[src/rtl/bus_mem_ctrl_if.sv]
// Bus-side signal bundle between the snoopy bus and the main-memory controller.
// The master modport is the bus/arbiter side, the slave modport is the controller.
interface bus_mem_ctrl_if #(
  parameter int ADDR_SIZE       = 32,
  parameter int CACHE_LINE_SIZE = 128
);
  logic                       bus_valid_i;
  logic [1:0]                 bus_msg_i;
  logic [ADDR_SIZE-1:0]       bus_addr_i;
  logic                       flush_i;
  logic [CACHE_LINE_SIZE-1:0] flush_data_i;
  logic                       mem_busy_o;
  logic                       data_valid_o;
  logic [CACHE_LINE_SIZE-1:0] data_o;
  logic [ADDR_SIZE-1:0]       resp_addr_o;
  logic                       overrun_o;

  modport master (
    output bus_valid_i, bus_msg_i, bus_addr_i, flush_i, flush_data_i,
    input  mem_busy_o, data_valid_o, data_o, resp_addr_o, overrun_o
  );

  modport slave (
    input  bus_valid_i, bus_msg_i, bus_addr_i, flush_i, flush_data_i,
    output mem_busy_o, data_valid_o, data_o, resp_addr_o, overrun_o
  );
endinterface

[src/rtl/bus_mem_ctrl.sv]
// Main-memory controller on the MSI snoopy bus: answers BusRd/BusRdX after a
// fixed latency and absorbs owner flushes as write-backs.
// Handshake: a transaction is accepted on an edge where bus_valid_i=1 and
// mem_busy_o=0; any bus_valid_i while mem_busy_o=1 is dropped and sets overrun_o.
module bus_mem_ctrl #(
  parameter int             ADDR_SIZE       = 32,
  parameter int             CACHE_LINE_SIZE = 128,
  parameter int             MEM_WORDS       = 16,
  parameter int             MEM_LATENCY     = 4,
  parameter logic [CACHE_LINE_SIZE-1:0] INIT_WORD = {8{16'hCAFE}}
) (
  input  logic                 clk_i,
  input  logic                 rst_i,
  bus_mem_ctrl_if.slave        bus_if,
  output logic [1:0]           state_dbg_o
);
  localparam int OFF_W = $clog2(CACHE_LINE_SIZE / 8);
  localparam int IDX_W = $clog2(MEM_WORDS);
  localparam logic [3:0] LAT_M1 = 4'(MEM_LATENCY - 1);

  typedef enum logic [1:0] {S_IDLE = 2'd0, S_WAIT = 2'd1, S_RESP = 2'd2} state_t;

  state_t                     state_q, state_d;
  logic [3:0]                 cnt_q, cnt_d;
  logic [IDX_W-1:0]           idx_q, idx_d;
  logic [ADDR_SIZE-1:0]       addr_q, addr_d;
  logic [ADDR_SIZE-1:0]       resp_addr_q, resp_addr_d;
  logic                       overrun_q, overrun_d;
  logic [CACHE_LINE_SIZE-1:0] mem_q [MEM_WORDS];

  logic             accept;
  logic             is_read;
  logic             do_write;
  logic [IDX_W-1:0] bus_idx;

  assign bus_idx  = bus_if.bus_addr_i[OFF_W+IDX_W-1:OFF_W];
  assign accept   = bus_if.bus_valid_i && (state_q == S_IDLE);
  assign is_read  = (bus_if.bus_msg_i == 2'b00) || (bus_if.bus_msg_i == 2'b01);
  assign do_write = accept && bus_if.flush_i;

  always_ff @(posedge clk_i) begin
    if (!rst_i) begin
      state_q     <= S_IDLE;
      cnt_q       <= '0;
      idx_q       <= '0;
      addr_q      <= '0;
      resp_addr_q <= '0;
      overrun_q   <= 1'b0;
      for (int i = 0; i < MEM_WORDS; i++) mem_q[i] <= INIT_WORD;
    end else begin
      state_q     <= state_d;
      cnt_q       <= cnt_d;
      idx_q       <= idx_d;
      addr_q      <= addr_d;
      resp_addr_q <= resp_addr_d;
      overrun_q   <= overrun_d;
      if (do_write) mem_q[bus_idx] <= bus_if.flush_data_i;
    end
  end

  always_comb begin
    state_d   = state_q;
    cnt_d     = cnt_q;
    idx_d     = idx_q;
    addr_d    = addr_q;
    overrun_d = overrun_q || (bus_if.bus_valid_i && (state_q != S_IDLE));
    case (state_q)
      S_IDLE: begin
        if (accept && !bus_if.flush_i && is_read) begin
          idx_d   = bus_idx;
          addr_d  = bus_if.bus_addr_i;
          cnt_d   = LAT_M1;
          state_d = (MEM_LATENCY == 1) ? S_RESP : S_WAIT;
        end
      end
      S_WAIT: begin
        cnt_d = cnt_q - 4'd1;
        if (cnt_q == 4'd1) state_d = S_RESP;
      end
      S_RESP:  state_d = S_IDLE;
      default: state_d = S_IDLE;
    endcase
  end

  // resp_addr only moves when a response begins, so it holds between responses.
  always_comb begin
    resp_addr_d = resp_addr_q;
    if (state_d == S_RESP && state_q != S_RESP)
      resp_addr_d = (state_q == S_IDLE) ? bus_if.bus_addr_i : addr_q;
  end

  always_comb begin
    bus_if.mem_busy_o   = (state_q == S_WAIT) || (state_q == S_RESP);
    bus_if.data_valid_o = (state_q == S_RESP);
    bus_if.data_o       = (state_q == S_RESP) ? mem_q[idx_q] : '0;
    bus_if.resp_addr_o  = resp_addr_q;
    bus_if.overrun_o    = overrun_q;
    state_dbg_o         = state_q;
  end
endmodule

[src/flat_wrapper.sv]
// flat-port wrapper written by rule: the top's interface ports become plain ports
module bus_mem_ctrl_flat 
#(
  parameter int             ADDR_SIZE       = 32,
  parameter int             CACHE_LINE_SIZE = 128,
  parameter int             MEM_WORDS       = 16,
  parameter int             MEM_LATENCY     = 4,
  parameter logic [CACHE_LINE_SIZE-1:0] INIT_WORD = {8{16'hCAFE}}
)
  (clk_i, rst_i, state_dbg_o, bus_if_bus_valid_i, bus_if_bus_msg_i, bus_if_bus_addr_i, bus_if_flush_i, bus_if_flush_data_i, bus_if_mem_busy_o, bus_if_data_valid_o, bus_if_data_o, bus_if_resp_addr_o, bus_if_overrun_o);
  bus_mem_ctrl_if #(.ADDR_SIZE(ADDR_SIZE), .CACHE_LINE_SIZE(CACHE_LINE_SIZE)) bus_if_i ();
  input  logic clk_i;
  input  logic rst_i;
  output logic [1:0] state_dbg_o;
  input wire logic [$bits(bus_if_i.bus_valid_i)-1:0] bus_if_bus_valid_i;
  input wire logic [$bits(bus_if_i.bus_msg_i)-1:0] bus_if_bus_msg_i;
  input wire logic [$bits(bus_if_i.bus_addr_i)-1:0] bus_if_bus_addr_i;
  input wire logic [$bits(bus_if_i.flush_i)-1:0] bus_if_flush_i;
  input wire logic [$bits(bus_if_i.flush_data_i)-1:0] bus_if_flush_data_i;
  output wire logic [$bits(bus_if_i.mem_busy_o)-1:0] bus_if_mem_busy_o;
  output wire logic [$bits(bus_if_i.data_valid_o)-1:0] bus_if_data_valid_o;
  output wire logic [$bits(bus_if_i.data_o)-1:0] bus_if_data_o;
  output wire logic [$bits(bus_if_i.resp_addr_o)-1:0] bus_if_resp_addr_o;
  output wire logic [$bits(bus_if_i.overrun_o)-1:0] bus_if_overrun_o;
  assign bus_if_i.bus_valid_i = bus_if_bus_valid_i;
  assign bus_if_i.bus_msg_i = bus_if_bus_msg_i;
  assign bus_if_i.bus_addr_i = bus_if_bus_addr_i;
  assign bus_if_i.flush_i = bus_if_flush_i;
  assign bus_if_i.flush_data_i = bus_if_flush_data_i;
  assign bus_if_mem_busy_o = bus_if_i.mem_busy_o;
  assign bus_if_data_valid_o = bus_if_i.data_valid_o;
  assign bus_if_data_o = bus_if_i.data_o;
  assign bus_if_resp_addr_o = bus_if_i.resp_addr_o;
  assign bus_if_overrun_o = bus_if_i.overrun_o;
  bus_mem_ctrl #(.ADDR_SIZE(ADDR_SIZE), .CACHE_LINE_SIZE(CACHE_LINE_SIZE), .MEM_WORDS(MEM_WORDS), .MEM_LATENCY(MEM_LATENCY), .INIT_WORD(INIT_WORD)) u_core (.clk_i(clk_i), .rst_i(rst_i), .bus_if(bus_if_i), .state_dbg_o(state_dbg_o));
endmodule
[config.mk]
export PLATFORM = sky130hd
export DESIGN_NAME = bus_mem_ctrl_flat
export DESIGN_NICKNAME = d
export VERILOG_FILES = /design/src/rtl/bus_mem_ctrl_if.sv /design/src/rtl/bus_mem_ctrl.sv /design/src/flat_wrapper.sv
export SDC_FILE = /design/constraint.sdc
export NUM_CORES = 2
export LEC_CHECK = 0
export CAP_MARGIN = 20
export CORE_UTILIZATION = 55
export CTS_BUF_LIST = sky130_fd_sc_hd__clkbuf_16
export DETAILED_ROUTE_END_ITERATION = 10
export GPL_TIMING_DRIVEN = 0
export MAX_ROUTING_LAYER = met4
export PLACE_DENSITY = 0.73
export SETUP_SLACK_MARGIN = 0.4
export SYNTH_ARGS = -nofsm -noshare
export SYNTH_HDL_FRONTEND = slang
export SYNTH_SLANG_ARGS = --single-unit
[constraint.sdc]
create_clock -name clk_i -period 23.2 [get_ports clk_i]
set_clock_uncertainty 0.05 [all_clocks]
set_input_delay 4.64 -clock clk_i [delete_from_list [all_inputs] [get_ports clk_i]]
set_output_delay 4.64 -clock clk_i [all_outputs]
set_load 0.03 [all_outputs]
==> results.json <==
{
  "synth_edf_count": 2048,
  "r2r_slack_ns": 18.48,
  "grt_max_degree": 51,
  "synth_seq_area_share_pct": 65.17,
  "setup_violations": 0,
  "nets": 7913,
  "cp-end-kind": "primary output",
  "cts.path.max_buffers": 3,
  "path_delay_family": "buffers and inverters",
  "rsz0062_at_grt": "no",
  "ctsHoldBuffers": 0,
  "crit_fanout": 10,
  "dp_cells": 9845,
  "fmax_ghz": 0.09655,
  "synthFlopType": "edfxtp_1",
  "ys_seq_elements": 2123,
  "syn_area_um2": 96680,
  "synth_top_area_share_pct": 63.61,
  "r2r_cells": 11,
  "clk_pin_slew_ns": 0.06,
  "fill_cells": 12820,
  "finalCriticalPeriod_ns": 10.36,
  "final_cells": 10330,
  "reg2reg_to": "u_core.mem_q[14][63]$_SDFFCE_PN1P_",
  "yosys_warnings": 0,
  "crit_buf_inv": 5,
  "place_hpwl_um": 242600,
  "worstPathRequired_ns": 18.51,
  "synthCells": 7078,
  "crit_type": "register to primary output",
  "startpoint_type": "register",
  "grt_pass1_wl_um": 509300,
  "layout-drive-gt1-share_pct": 8.811,
  "synthDistinctLibCells": 44,
  "syn_nets": 7249,
  "slew_headroom_pct": 8.398,
  "outcome": "complete, but fails checks",
  "slowest_delay_ns": 0.91,
  "totalWireLength_um": 372500,
  "hold_violations": 0,
  "die_w_um": 421.3,
  "cts.sinks": 2123,
  "violations": "DRC",
  "worstPathCellList": "inv_1 -> ha_1 -> nand2b_1 -> clkbuf_2 -> clkbuf_1 -> clkbuf_2 -> o22ai_1 -> clkdlybuf4s50_1",
  "r2r_start": "u_core.state_dbg_o[0]$_SDFF_PN0_",
  "yosys-top-cells-area": "edfxtp_1 (64%), mux2i_1 (10%), or3_1 (6.8%)",
  "coreArea_um2": 174200,
  "peakVddDrop_v": 0.00008661,
  "holdPathEnd": "u_core.addr_q[1]$_SDFFE_PN0P_",
  "cts_tree": "built",
  "areaGrowthSynthToFinish_pct": 16.35,
  "fin_crit_sh_pct": 44.64,
  "whs_path_depth": 2,
  "dieArea_um2": 177500,
  "grt_pass1_vias": 68210,
  "die_h_um": 421.3,
  "crit_slowest_cell": "clkbuf_2",
  "clock_latency_ns": 0.87,
  "post_cts_buffers": 0,
  "power.density_nw_per_um2": 73.14,
  "initial_core_util_pct": 55.50,
  "total_leakage_power_nw": 32.98,
  "vias": 70970,
  "cts_buffers": 212,
  "cts_root_buffer": "clkbuf_16",
  "syn_avg_cell_area_um2": 13.66,
  "min_from": "u_core.addr_q[1]$_SDFFE_PN0P_",
  "final_util_pct": 64.57,
  "io_pins": 331,
  "final_max_slew_viol_count": 0,
  "fin_hold_ws_ns": 0.4058,
  "drc": 1,
  "finalPower_mw": 8.227,
  "dr.pass1.iters": 11,
  "worst_pin_slew_ns": 1.374,
  "globalplace.congestion": 0.9261,
  "portBuffers": 329,
  "drtAntennaViolNets": 0,
  "wl_per_cell_um": 36.06,
  "drt_iter0_markers": 12760,
  "grtUsageTotal_pct": 42.27,
  "max-cap-violations": 0,
  "cp.arrival_ns": 5.67,
  "critPathMostFrequentCell": "clkbuf_2",
  "async_flop_share_pct": 0,
  "via_per_inst": 6.872,
  "final_area_um2": 112500,
  "yosysMostFrequentCell": "edfxtp_1",
  "rows": 153,
  "grt-ovfl-total": 0,
  "cts-resized-gates": 0,
  "synth_common_cells": "edfxtp_1 (2048), or3_1 (1056), mux2i_1 (990), clkbuf_1 (578), and2_1 (522)",
  "placed_area_um2": 105500,
  "yosysTopAreaCell": "edfxtp_1",
  "antenna_found_initial": 40,
  "hp-class": "register to register",
  "htree_levels": 4
}
[power by group]
group	switching, mW	leakage, nW	internal [mW]
Sequential	0.0188	17.1	4.25
Combinational	0.430	12.4	0.162
Clock	1.52	3.49	1.84
[cell usage in the layout, fill, tap and decap left out, types with 122 or more instances in the layout]
master and count:
clkbuf_16 216, and3_1 122, a22oi_1 446, clkbuf_1 554
nand2b_1 355, clkdlybuf4s50_1 329, buf_2 125, edfxtp_1 2048
and2_1 522, mux2i_1 990, or3_1 1056, nand2_1 293
[stage by stage]
stage | setup slack, ns | TNS (ns)
floorplan | 7.937 | 0
global placement | -5.791 | -6853.64
detailed placement | 13.73 | 0
CTS | 13.16 | 0
global route | 13.11 | 0
finish | 12.84 | 0
[state kept, by name, indices dropped and copies added (netlist names), named ones only]
| register | flops |
|---|---|
| u_core.mem_q | 2048 |
| u_core.addr_q | 32 |
| u_core.bus_if.resp_addr_o | 32 |
| u_core.cnt_q | 4 |
| u_core.state_dbg_o | 2 |
| u_core.bus_if.overrun_o | 1 |
[worst max-delay path by stage]
| stage | startpoint | endpoint | slack (ns) | cells past startpoint |
|---|---|---|---|---|
| after detailed placement | rst_i | u_core.mem_q[3][65]$_SDFFCE_PN1P_ | 13.73 | 9 |
| after global placement | rst_i | u_core.mem_q[15][63]$_SDFFCE_PN1P_ | -5.79 | 7 |
| final | u_core.state_dbg_o[0]$_SDFF_PN0_ | bus_if_data_o[109] | 12.84 | 8 |
| after global routing | u_core.state_dbg_o[0]$_SDFF_PN0_ | bus_if_data_o[109] | 13.11 | 8 |
| after floorplan | rst_i | u_core.mem_q[10][0]$_SDFFCE_PN0P_ | 7.94 | 6 |
| after CTS | register | bus_if_data_o[122] | 13.16 | 8 |
[kinds of logic (layout without fill, tap and decap cells)]
| kind of cell | count (synthesis) | in the layout | synth area share [%] |
|---|---|---|---|
| other | 0 | 81 | 0 |
| multiplexers | 1023 | 1023 | 11.02 |
| flip-flops | 2123 | 2123 | 65.17 |
| AO/OA/AOI/OAI | 762 | 762 | 5.618 |
| AND/OR/NAND/NOR | 2389 | 2389 | 14.77 |
| buffers and inverters | 776 | 1620 | 3.361 |
| adder cells (fa/ha/maj) | 5 | 5 | 0.06471 |
[per-layer routing]
layer	vias to the layer above	track usage, %	share of wire (%)
li1	28110	-	-
met1	34770	51.05	34
met2	6566	59.70	43
met3	1524	14.94	15
met4	0	28.19	7.8
met5	-	-	0
[worst min-delay path, delay by kind of cell (launching register included)]
kind / cells / cell delay, ns
DFF: 1 / 0.30
and+or+nand+nor: 1 / 0.05
AOI/OAI and AO/OA: 1 / 0.05
[cell type report]
cell class | count | area [um2] | area share [%]
Timing Repair Buffer | 450 | 5882 | 5.229
Inverter | 9 | 33.78 | 0.03003
Sequential cell | 2123 | 63000 | 56.01
Antenna cell | 81 | 202.7 | 0.1802
Clock buffer | 216 | 5405 | 4.805
Tap cell | 2325 | 2909 | 2.586
Clock inverter | 178 | 1210 | 1.076
Multi-Input combinational cell | 4179 | 30590 | 27.20
Buffer | 767 | 3246 | 2.885
Power figures use the tool's default switching activity.
